<file path="config.mk">
export PLATFORM = sky130hd
export DESIGN_NAME = alu_op_issuer
export DESIGN_NICKNAME = d
export VERILOG_FILES = /design/src/rtl/alu_op_issuer.sv
export SDC_FILE = /design/constraint.sdc
export NUM_CORES = 1
export LEC_CHECK = 0
export CORE_AREA = 3 3 96 98
export DETAILED_ROUTE_END_ITERATION = 12
export DIE_AREA = 0 0 99 101
export PLACE_DENSITY = 0.72
export SYNTH_ARGS = -nofsm -noshare
export SYNTH_HDL_FRONTEND = slang
export SYNTH_SLANG_ARGS = --single-unit
</file>
<file path="constraint.sdc">
create_clock -name clk -period 3.85 [get_ports clk]
set_input_delay 0.77 -clock clk [delete_from_list [all_inputs] [get_ports clk]]
set_output_delay 0.77 -clock clk [all_outputs]
set_load 0.1 [all_outputs]
</file>
<file path="src/rtl/alu_op_issuer.sv">
// Issues one request at a time to an external combinational 16-bit ALU and returns the captured result.
// Optional build macro ALU_ISSUER_OPCHK_EN: opcodes 101-111 are answered with an error response and never issued.
module alu_op_issuer #(
  parameter int CNT_W = 16
) (
  input  logic             clk,
  input  logic             rst,
  input  logic             req_valid,
  output logic             req_ready,
  input  logic [2:0]       req_op,
  input  logic [15:0]      req_a,
  input  logic [15:0]      req_b,
  input  logic             req_chain,
  output logic [15:0]      alu_in1,
  output logic [15:0]      alu_in2,
  output logic [2:0]       alu_sel,
  input  logic [15:0]      alu_out,
  output logic             rsp_valid,
  input  logic             rsp_ready,
  output logic [15:0]      rsp_data,
  output logic             rsp_err,
  output logic             busy,
  output logic [CNT_W-1:0] op_count
);

  typedef enum logic [1:0] {IDLE, EXEC, RESP} state_t;

  state_t      state, state_nxt;
  logic        accept;
  logic        illegal;
  logic [15:0] last_result;

  assign accept    = req_valid & (state == IDLE);
  assign req_ready = (state == IDLE);
  assign rsp_valid = (state == RESP);
  assign busy      = (state != IDLE);

`ifdef ALU_ISSUER_OPCHK_EN
  assign illegal = (req_op > 3'd4);
`else
  assign illegal = 1'b0;
`endif

  always_ff @(posedge clk or posedge rst) begin
    if (rst) state <= IDLE;
    else     state <= state_nxt;
  end

  always_comb begin
    state_nxt = state;
    case (state)
      IDLE:    if (accept) state_nxt = illegal ? RESP : EXEC;
      EXEC:    state_nxt = RESP;
      RESP:    if (rsp_ready) state_nxt = IDLE;
      default: state_nxt = IDLE;
    endcase
  end

  // ALU inputs only move on an issued accept, so they hold between ops
  always_ff @(posedge clk or posedge rst) begin
    if (rst) begin
      alu_in1     <= '0;
      alu_in2     <= '0;
      alu_sel     <= '0;
      rsp_data    <= '0;
      last_result <= '0;
      op_count    <= '0;
    end else begin
      if (accept && !illegal) begin
        alu_in1 <= req_chain ? last_result : req_a;
        alu_in2 <= req_b;
        alu_sel <= req_op;
      end
      if (accept && illegal) rsp_data <= '0;
      if (state == EXEC) begin
        rsp_data    <= alu_out;
        last_result <= alu_out;
      end
      if (state == RESP && rsp_ready) op_count <= op_count + CNT_W'(1);
    end
  end

`ifdef ALU_ISSUER_OPCHK_EN
  always_ff @(posedge clk or posedge rst) begin
    if (rst)         rsp_err <= 1'b0;
    else if (accept) rsp_err <= illegal;
  end
`else
  assign rsp_err = 1'b0;
`endif

endmodule

</file>
==> reports/results.tsv, run 1 <==
stage	metric	value	unit
logic_synthesis	Seq/Total Area, Yosys	0.590	
worst_hold_path	WHS Path Cells	1	
global_route	initial antenna violation count	0	
sta	slew of the pin with the lowest slew margin	1050	ps
worst_setup_path	CP required	3080	ps
detailed_routing	final wirelength	6780	um
worst_setup_path	crit-path max FO	5	
global_route	first-pass GRT wire length	11300	um
finish	Area growth, synth to finish	52.1	%
placement	RD Place Congestion	0.771	
finish	fin nets	401	
sta	RSZ-0062 raised after global routing	no	
cts	total CTS buffers	9	
detailed_routing	vias per inst	4.58	
sta	Setup Viol. Count Final	0	
placement	hpwl dp	4960	um
status	status	complete, no violations	
logic_synthesis	Synth Area in Simple Gates	0.0740	
detailed_routing	DRC	0	
sta	final hold vios	0	
logic_synthesis	Yosys cell types	29	
worst_hold_path	Hold WC Path Type	flop to flop	
placement	count of input and output buffers	125	
finish	fin area	0.00445	mm2
floorplanning	Initial Utilization	0.342	
logic_synthesis	Avg Cell Area, Syn	13.5	um2
cts	TritonCTS clock tree	built	
sta	Tcrit/Tclk final	0.771	
logic_synthesis	Ys Warns	0	
flow_run	Max Cap Viol	0	
global_route	GRT Util Overall	0.142	
worst_setup_path	worst path arrival time	2200	ps
cts	clk root buf	clkbuf_8	
detailed_routing	Routed Antenna Nets	0	
logic_synthesis	compound-cell area share of the yosys netlist	0.0291	
global_route	GR Overflow Total	0	
cts	Clk pin slew, worst setup/hold paths	70	ps
logic_synthesis	FF+latch count, synth	69	
detailed_routing	WL per Instance	14.8	um
logic_synthesis	xor and xnor area share after synthesis	0.0449	
logic_synthesis	syn nets	273	
finish	Reg area	0.00173	mm2
worst_setup_path	Critical Path Sink Type	primary output	
worst_hold_path	Hold Crit Start	op_count[15]	
cts	# resized after CTS	0	
placement	Setup WS pre-CTS	1250	ps
floorplanning	Die H	101	um
global_route	vias in the first global route	2286	
sta	Final WS setup	883	ps
cts	CTS Sinks	69	
logic_synthesis	post-synthesis mux area share	0.214	
sta	setup TNS	0	ps
worst_setup_path	CP Class	flop to primary output	
worst_setup_path	reg2reg setup slack	2050	ps
cts	clk_lat worst skew	330	ps
finish	Antenna Cells	0	
cts	number of setup buffers added after CTS	0	
sta	Max Clock Freq	0.337	GHz
floorplanning	core area	0.00855	mm2
finish	multi-input logic area	0.00107	mm2
placement	placed cell area	0.00423	mm2
cts	Clock Path Buffers	2	
floorplanning	cell row count	34	
logic_synthesis	post-synthesis adder-cell area fraction	0.00428	
global_route	largest net degree at the start of global routing	46	
logic_synthesis	synthesized cell area	0.00293	mm2
worst_setup_path	R2R depth	6	
logic_synthesis	Cells after Synth	216	
sta	Slew headroom	0.296	
worst_setup_path	Worst Setup Start Kind	flop	
cts	Post-CTS Hold Fix Bufs	0	
finish	share of post-route cells with drive strength above 1	0.166	
detailed_routing	routed vias	2094	
cts	htree depth	3	
worst_hold_path	worst hold endpoint	op_count[15]	
floorplanning	Ports	127	
floorplanning	area of the die	0.0100	mm2
logic_synthesis	main combinational cell family by area after synthesis	multiplexers	
detailed_routing	DR pass1 iterations	4	
finish	# fillers	781	
worst_setup_path	worst r2r dst	alu_in1[3]	
sta	fin crit period	2970	ps
worst_setup_path	RR Startpoint	state[1]	
floorplanning	die width	99	um
sta	clock skew	7.76	ps
detailed_routing	DR iter-0 viols	29	
sta	Slew Limit Fails	0	
[state kept, by name, indices dropped and copies added (netlist names)]
| name | flops |
|---|---|
| alu_in1 | 16 |
| alu_sel | 3 |
| state | 2 |
| op_count | 16 |
| rsp_data | 16 |
| alu_in2 | 16 |
[final cells by class]
type | instances | area share
Timing Repair Buffer | 128 | 0.286
Multi-Input combinational cell | 132 | 0.241
Clock inverter | 4 | 0.0157
Tap cell | 108 | 0.0304
Clock buffer | 12 | 0.0349
Sequential cell | 69 | 0.388
Inverter | 4 | 0.00337
[cell usage after synthesis, drive strengths merged]
cell,n,area share
dfrtp,69,0.59
mux2,36,0.16
nor2,20,0.026
a21oi,16,0.027
mux2i,16,0.055
xnor2,12,0.036
buf,11,0.037
nand3,8,0.014
nand2,7,0.0090
inv,4,0.0051
xor2,3,0.0090
and2,2,0.0051
nor3,2,0.0034
and3,1,0.0021
conb,1,0.0013
ha,1,0.0043
nand2b,1,0.0021
nand4,1,0.0021
nand4b,1,0.0030
nor2b,1,0.0021
o21ai,1,0.0017
or2,1,0.0030
or4,1,0.0026
[worst max-delay path: stages (launching register included)]
cell	delay, ps
dfrtp_1	380
nor2b_1	300
clkdlybuf4s50_1	1200
[logic make-up (layout without fill, tap and decap cells)]
| family | Yosys count | in the layout |
|---|---|---|
| mux | 52 | 52 |
| flops | 69 | 69 |
| compound gates | 17 | 17 |
| simple gates | 46 | 46 |
| other cells | 1 | 1 |
| fa+ha+maj | 1 | 1 |
| buf+inv | 15 | 148 |
| xor+xnor | 15 | 15 |
[routing by layer]
metal,vias up,track usage,part of all wire
met2,69,0.249,0.51
li1,984,-,-
met5,-,0,0
met3,7,0.0464,0.061
met1,1034,0.168,0.41
met4,0,0.0399,0.0096
[worst max-delay path by stage]
stage / to / slack (ps) / start
3_3_place_gp: rsp_valid / 1250 / state[0]
3_5_place_dp: rsp_valid / 1250 / state[0]
4_1_cts: rsp_valid / 860 / state[0]
5_1_grt: rsp_valid / 730 / state[1]
2_1_floorplan: rsp_valid / 1230 / state[0]
6_report: rsp_valid / 880 / state[1]
[cell usage in the layout (no fill, tap or decap)]
| master | Yosys | final |
|---|---|---|
| xor2_1 | 3 | 3 |
| a21oi_1 | 16 | 16 |
| and3_1 | 1 | 1 |
| mux2_2 | 20 | 20 |
| clkinv_2 | 0 | 2 |
| nor2b_1 | 1 | 1 |
| ha_1 | 1 | 1 |
| nand4_1 | 1 | 1 |
| mux2_4 | 16 | 16 |
| nor2_1 | 20 | 20 |
| clkbuf_8 | 0 | 11 |
| clkbuf_1 | 0 | 1 |
| dfrtp_1 | 69 | 69 |
| o21ai_0 | 1 | 1 |
| and2_4 | 1 | 1 |
| nand4b_1 | 1 | 1 |
| mux2i_1 | 16 | 16 |
| conb_1 | 1 | 1 |
| and2_1 | 1 | 1 |
| inv_1 | 3 | 2 |
| nor3_1 | 2 | 2 |
| or2_4 | 1 | 1 |
| or4_1 | 1 | 1 |
| nand2_1 | 7 | 7 |
| xnor2_1 | 12 | 12 |
| inv_2 | 1 | 2 |
| buf_4 | 2 | 3 |
| bufinv_16 | 0 | 2 |
| nand3_1 | 8 | 8 |
| clkdlybuf4s50_1 | 0 | 125 |
| nand2b_1 | 1 | 1 |
[stage by stage]
| step | hold WS (ps) | utilization | std cells |
|---|---|---|---|
| 6_report | 474 | 0.520 | 457 |
| 2_1_floorplan | 734 | - | 216 |
| 4_1_cts | 480 | 0.520 | 457 |
| 5_1_grt | 505 | 0.520 | 457 |
| 3_5_place_dp | 469 | 0.494 | 441 |
| 3_3_place_gp | 465 | 0.494 | 441 |
Power of run 1 is left out: the tool's default activity adds up to more than one toggle a clock period on the data nets, which glitch-free logic cannot reach.
==> inputs of run 2 (changes only) <==
==> constraint.sdc (replaced) <==
create_clock -name clk -period 2.79 [get_ports clk]
set_input_delay 0.558 -clock clk [delete_from_list [all_inputs] [get_ports clk]]
set_output_delay 0.558 -clock clk [all_outputs]
set_load 0.1 [all_outputs]
==> run 2 against run 1 <==
  * Cell count grew 0.44%
  * Global-route usage is 0.61 points lower
  * Via count up 0.29%
  * Design area decreased by 4.5%
  * Clock-buffer cell count grew 2
  * Sequential cell count is the same
  * Critical path depth stayed put
  * Non-clock buffer count up 3
  * Clock skew fell by 1.3 ps
  * Worst hold slack improved by 11 ps
  * Die area unchanged
  * Highest routed layer unchanged
  * Register-to-register slack got worse by 940 ps
==> reports/results.tsv, run 2 (synthesized netlist as in run 1, its figures left out) <==
stage	metric	value	unit	change
status	status	complete, no violations		unchanged
finish	# fillers	772		was 781
placement	Placed Cells	444		was 441
worst_setup_path	RR Startpoint	state[1]		unchanged
cts	TritonCTS clock tree	built		unchanged
worst_hold_path	Hold Crit Start	op_count[15]		unchanged
detailed_routing	final wirelength	6680	um	was 6780 um
floorplanning	die width	99	um	unchanged
finish	Area growth, synth to finish	45.3	%	was 52.1%
finish	most frequent cells in the layout	buf_4, dfrtp_1, clkdlybuf4s50_1		was clkdlybuf4s50_1, dfrtp_1, nor2_1, mux2_2
global_route	GR Overflow Total	0		unchanged
worst_setup_path	Critical Path Sink Type	primary output		unchanged
finish	share of post-route cells with drive strength above 1	0.368		was 0.166
sta	Setup Viol. Count Final	0		unchanged
floorplanning	Ports	127		unchanged
worst_setup_path	Worst Setup Start Kind	flop		unchanged
worst_hold_path	worst hold endpoint	op_count[15]		unchanged
detailed_routing	DR iter-0 viols	28		was 29
worst_setup_path	R2R depth	4		was 6
cts	# resized after CTS	0		unchanged
global_route	largest net degree at the start of global routing	32		was 46
detailed_routing	DRC	0		unchanged
global_route	vias in the first global route	2161		was 2286
sta	Max Clock Freq	0.505	GHz	
global_route	first-pass GRT wire length	10900	um	was 11300 um
worst_setup_path	CP required	2230	ps	was 3080 ps
cts	clk_lat worst skew	330	ps	about the same
floorplanning	Die H	101	um	unchanged
worst_setup_path	worst r2r dst	alu_sel[2]		was alu_in1[3]
floorplanning	area of the die	0.0100	mm2	unchanged
floorplanning	core area	0.00855	mm2	unchanged
cts	total CTS buffers	9		unchanged
detailed_routing	WL per Instance	14.6	um	was 14.8 um
worst_setup_path	Slowest cell on crit path	dfrtp_1		was clkdlybuf4s50_1
detailed_routing	routed vias	2100		was 2094
cts	Clock Path Buffers	2		unchanged
floorplanning	Initial Utilization	0.342		unchanged
finish	most common cell after layout, fill and taps aside	buf_4		was clkdlybuf4s50_1
finish	fin nets	404		was 401
cts	CTS Sinks	69		unchanged
cts	Clk pin slew, worst setup/hold paths	70	ps	about the same
flow_run	Max Cap Viol	0		unchanged
sta	Slew Limit Fails	0		unchanged
finish	Final Non-Filler Cells	459		was 457
cts	clk root buf	clkbuf_8		unchanged
detailed_routing	DR pass1 iterations	2		was 4
placement	RD Place Congestion	0.764		was 0.771
sta	RSZ-0062 raised after global routing	no		unchanged
worst_hold_path	Hold WC Path Type	flop to flop		unchanged
sta	fin crit period	1980	ps	
placement	count of input and output buffers	125		unchanged
detailed_routing	vias per inst	4.58		about the same
cts	Post-CTS Hold Fix Bufs	0		unchanged
cts	htree depth	3		unchanged
global_route	initial antenna violation count	0		unchanged
sta	final hold vios	0		unchanged
global_route	GRT Util Overall	0.136		was 0.142
cts	number of setup buffers added after CTS	0		unchanged
worst_setup_path	CP Class	flop to primary output		unchanged
worst_setup_path	critical-path cell list	nor2b_1 > buf_4		was nor2b_1 > clkdlybuf4s50_1
sta	setup TNS	0	ps	unchanged
sta	clock skew	6.47	ps	was 7.76 ps
detailed_routing	Routed Antenna Nets	0		unchanged
worst_setup_path	worst path arrival time	1420	ps	was 2200 ps
sta	Tcrit/Tclk final	0.709		
floorplanning	cell row count	34		unchanged
placement	hpwl dp	5020	um	was 4960 um
worst_setup_path	reg2reg setup slack	1110	ps	was 2050 ps
worst_hold_path	WHS Path Cells	1		unchanged
worst_setup_path	worst stage delay on the critical path	400	ps	was 1200 ps
finish	Antenna Cells	0		unchanged
worst_setup_path	crit-path max FO	5		unchanged
## run 2: cell types whose count changed in the layout (fill, tap and decap cells not counted), sizes merged
| cell | change |
|---|---|
| bufinv | -2 |
| clkbuf | +2 |
| clkinv | -1 |
| buf | +73 |
| clkdlybuf4s50 | -70 |
## run 2: layout make-up
class	count	area, um2	share of cell area
well taps	108	135	0.0318
flip-flops and latches	69	1730	0.406
repair buffers	131	1120	0.264
clock buffers	14	173	0.0406
inverters	4	15.0	0.00353
multi-input cells	132	1070	0.253
clock inverters	1	5.00	0.00118
## run 2: metal layers
layer	vias up	wire [um]	track usage
met5	-	0	0
met4	0	102	0.0504
met3	11	444	0.0394
met2	67	3290	0.215
met1	1033	2840	0.179
li1	989	-	-
## run 2: how the worst max path moves through the flow
stage,cells after the start,start,slack [ps],to
after global routing,2,state[1],720,rsp_valid
final,2,state[0],810,rsp_valid
after global placement,3,req_valid,800,alu_in2[14]
after CTS,2,state[0],770,rsp_valid
after detailed placement,5,req_valid,750,alu_in1[7]
after floorplan,3,state[0],220,op_count[1]
## run 2: critical path: cells and delay by family, from the launching register on
| kind | cells | cell delay, ps |
|---|---|---|
| DFF | 1 | 400 |
| buffers and inverters | 1 | 360 |
| and+or+nand+nor | 1 | 320 |
## run 2: stage by stage
| stage | instance area, um2 | setup WS [ps] | utilization | hold slack, ps |
|---|---|---|---|---|
| 3_5_place_dp | 4070 | 753 | 0.476 | 479 |
| 6_report | 4250 | 811 | 0.497 | 485 |
| 5_1_grt | 4250 | 719 | 0.497 | 522 |
| 3_3_place_gp | 4070 | 797 | 0.476 | 473 |
| 4_1_cts | 4250 | 775 | 0.497 | 489 |
| 2_1_floorplan | 2930 | 218 | - | 667 |
Power of run 2 is left out for the same reason.
==> inputs of run 3 (changes only) <==
--- a/config.mk
+++ b/config.mk
@@ -8,7 +8,7 @@
 export CORE_AREA = 3 3 96 98
 export DETAILED_ROUTE_END_ITERATION = 12
 export DIE_AREA = 0 0 99 101
-export PLACE_DENSITY = 0.72
+export PLACE_DENSITY = 0.75
 export SYNTH_ARGS = -nofsm -noshare
 export SYNTH_HDL_FRONTEND = slang
 export SYNTH_SLANG_ARGS = --single-unit
==> constraint.sdc (replaced) <==
create_clock -name clk -period 1.65 [get_ports clk]
set_input_delay 0.33 -clock clk [delete_from_list [all_inputs] [get_ports clk]]
set_output_delay 0.33 -clock clk [all_outputs]
set_load 0.1 [all_outputs]
==> run 3 against run 2 <==
  * Sequential cell count unchanged
  * Clock-buffer cell count is 1 lower
  * First-iteration DRC count rose by 7.1%
  * Sequential share of layout area down 7.7 points
  * Design area increased by 26%
  * Routed wire length up 7.2%
  * Die area unchanged
  * Register-to-register slack got worse by 1000 ps
  * Utilization up 13 points
==> reports/results.tsv, run 3 (synthesized netlist as in run 1, its figures left out) <==
stage	metric	value	unit	change
sta	clock skew	5.76	ps	was 6.47 ps
sta	Setup Viol. Count Final	0		unchanged
worst_setup_path	crit-path max FO	4		was 5
finish	fin nets	412		was 404
sta	RSZ-0062 raised after global routing	yes		was no
sta	Tcrit/Tclk final	0.970		
floorplanning	area of the die	0.0100	mm2	unchanged
worst_setup_path	CP required	1320	ps	was 2230 ps
cts	Post-CTS Hold Fix Bufs	0		unchanged
floorplanning	Ports	127		unchanged
global_route	first-pass GRT wire length	11800	um	was 10900 um
worst_setup_path	Buf+Inv Stages, Crit Path	2		was 1
worst_setup_path	worst r2r dst	alu_in2[14]		was alu_sel[2]
finish	final core occ	0.626		was 0.497
detailed_routing	Routed Antenna Nets	0		unchanged
sta	Slew Limit Fails	0		unchanged
floorplanning	die width	99	um	unchanged
cts	Clock Path Buffers	2		unchanged
placement	RD Place Congestion	0.764		about the same
detailed_routing	routed vias	2134		was 2100
cts	clk root buf	clkbuf_8		unchanged
placement	placed cell area	0.00515	mm2	was 0.00407 mm2
floorplanning	core area	0.00855	mm2	unchanged
worst_setup_path	worst path arrival time	1270	ps	was 1420 ps
sta	WHS	412	ps	was 485 ps
sta	Max Clock Freq	0.625	GHz	
detailed_routing	DRC	0		unchanged
worst_setup_path	CP Class	flop to primary output		unchanged
global_route	initial antenna violation count	0		unchanged
floorplanning	Die H	101	um	unchanged
sta	fin crit period	1600	ps	
worst_setup_path	critical-path cell list	or2_4 > inv_12 > buf_12		was nor2b_1 > buf_4
worst_hold_path	Hold WC Path Type	input pin to async pin		was flop to flop
global_route	GRT Util Overall	0.152		was 0.136
worst_setup_path	RR Startpoint	state[1]		unchanged
worst_setup_path	delay-heaviest family, CP	flip-flops		unchanged
detailed_routing	final wirelength	7160	um	was 6680 um
cts	TritonCTS clock tree	built		unchanged
worst_setup_path	Crit. Startpoint	state[1]		was state[0]
cts	CTS Sinks	69		unchanged
placement	hpwl dp	5510	um	was 5020 um
worst_setup_path	Critical Path Sink Type	primary output		unchanged
detailed_routing	DR pass1 iterations	4		was 2
detailed_routing	vias per inst	4.57		was 4.58
cts	htree depth	3		unchanged
worst_setup_path	worst stage delay on the critical path	410	ps	was 400 ps
detailed_routing	WL per Instance	15.3	um	was 14.6 um
flow_run	Max Cap Viol	0		unchanged
finish	Area growth, synth to finish	82.9	%	was 45.3%
finish	most common cell after layout, fill and taps aside	buf_12		was buf_4
sta	setup TNS	0	ps	unchanged
worst_setup_path	Slowest cell on crit path	dfrtp_1		unchanged
status	status	complete, no violations		unchanged
finish	share of post-route cells with drive strength above 1	0.443		was 0.368
floorplanning	Initial Utilization	0.342		unchanged
worst_setup_path	Worst Setup Start Kind	flop		unchanged
cts	clk_lat worst skew	340	ps	was 330 ps
global_route	vias in the first global route	2287		was 2161
finish	most frequent cells in the layout	buf_12, dfrtp_1, clkdlybuf4s50_1		was buf_4, dfrtp_1, clkdlybuf4s50_1
floorplanning	cell row count	34		unchanged
sta	final hold vios	0		unchanged
cts	total CTS buffers	9		unchanged
worst_setup_path	R2R depth	5		was 4
finish	fin area	0.00535	mm2	was 0.00425 mm2
detailed_routing	DR iter-0 viols	30		was 28
placement	count of input and output buffers	125		unchanged
global_route	largest net degree at the start of global routing	40		was 32
finish	Antenna Cells	0		unchanged
worst_setup_path	reg2reg setup slack	100	ps	was 1110 ps
global_route	GR Overflow Total	0		unchanged
cts	Clk pin slew, worst setup/hold paths	70	ps	about the same
==> run 3: worst max path at each step <==
stage | to | cells after the start
detailed placement | op_count[8] | 4
global route | req_ready | 3
global placement | op_count[8] | 4
floorplan | alu_in2[10] | 6
CTS | rsp_valid | 3
finish | req_ready | 3
==> run 3: worst min-delay path: cells and delay by family <==
kind | cells | cell delay [ps]
buf+inv | 3 | 780
==> run 3: stage by stage <==
step / worst slack (ps) / instances
3_3_place_gp: -35.4 / 450
4_1_cts: 19.5 / 465
2_1_floorplan: -176 / 216
6_report: 49.9 / 467
5_1_grt: -13.5 / 467
3_5_place_dp: -60.5 / 450
==> run 3: cell type report <==
class                           instances  area, um2
Inverter                                4       31.3
Tap cell                              108        135
Clock inverter                          2       35.0
Fill cell                             631       3200
Clock buffer                           13        149
Multi-Input combinational cell        132       1130
Timing Repair Buffer                  139       2110
Sequential cell                        69       1760
==> run 3: layer usage <==
metal	track usage	routed length (um)	up-vias
met5	0	0	-
met4	0.0473	31	0
met3	0.0533	449	2
met2	0.258	3860	69
met1	0.181	2820	1054
li1	-	-	1009
==> run 3: repair_timing <==
action,in CTS,in global routing
setup buffers,0,2
setup endpoints to repair,0,4
gates resized for setup,0,1
Power of run 3 is left out for the same reason.
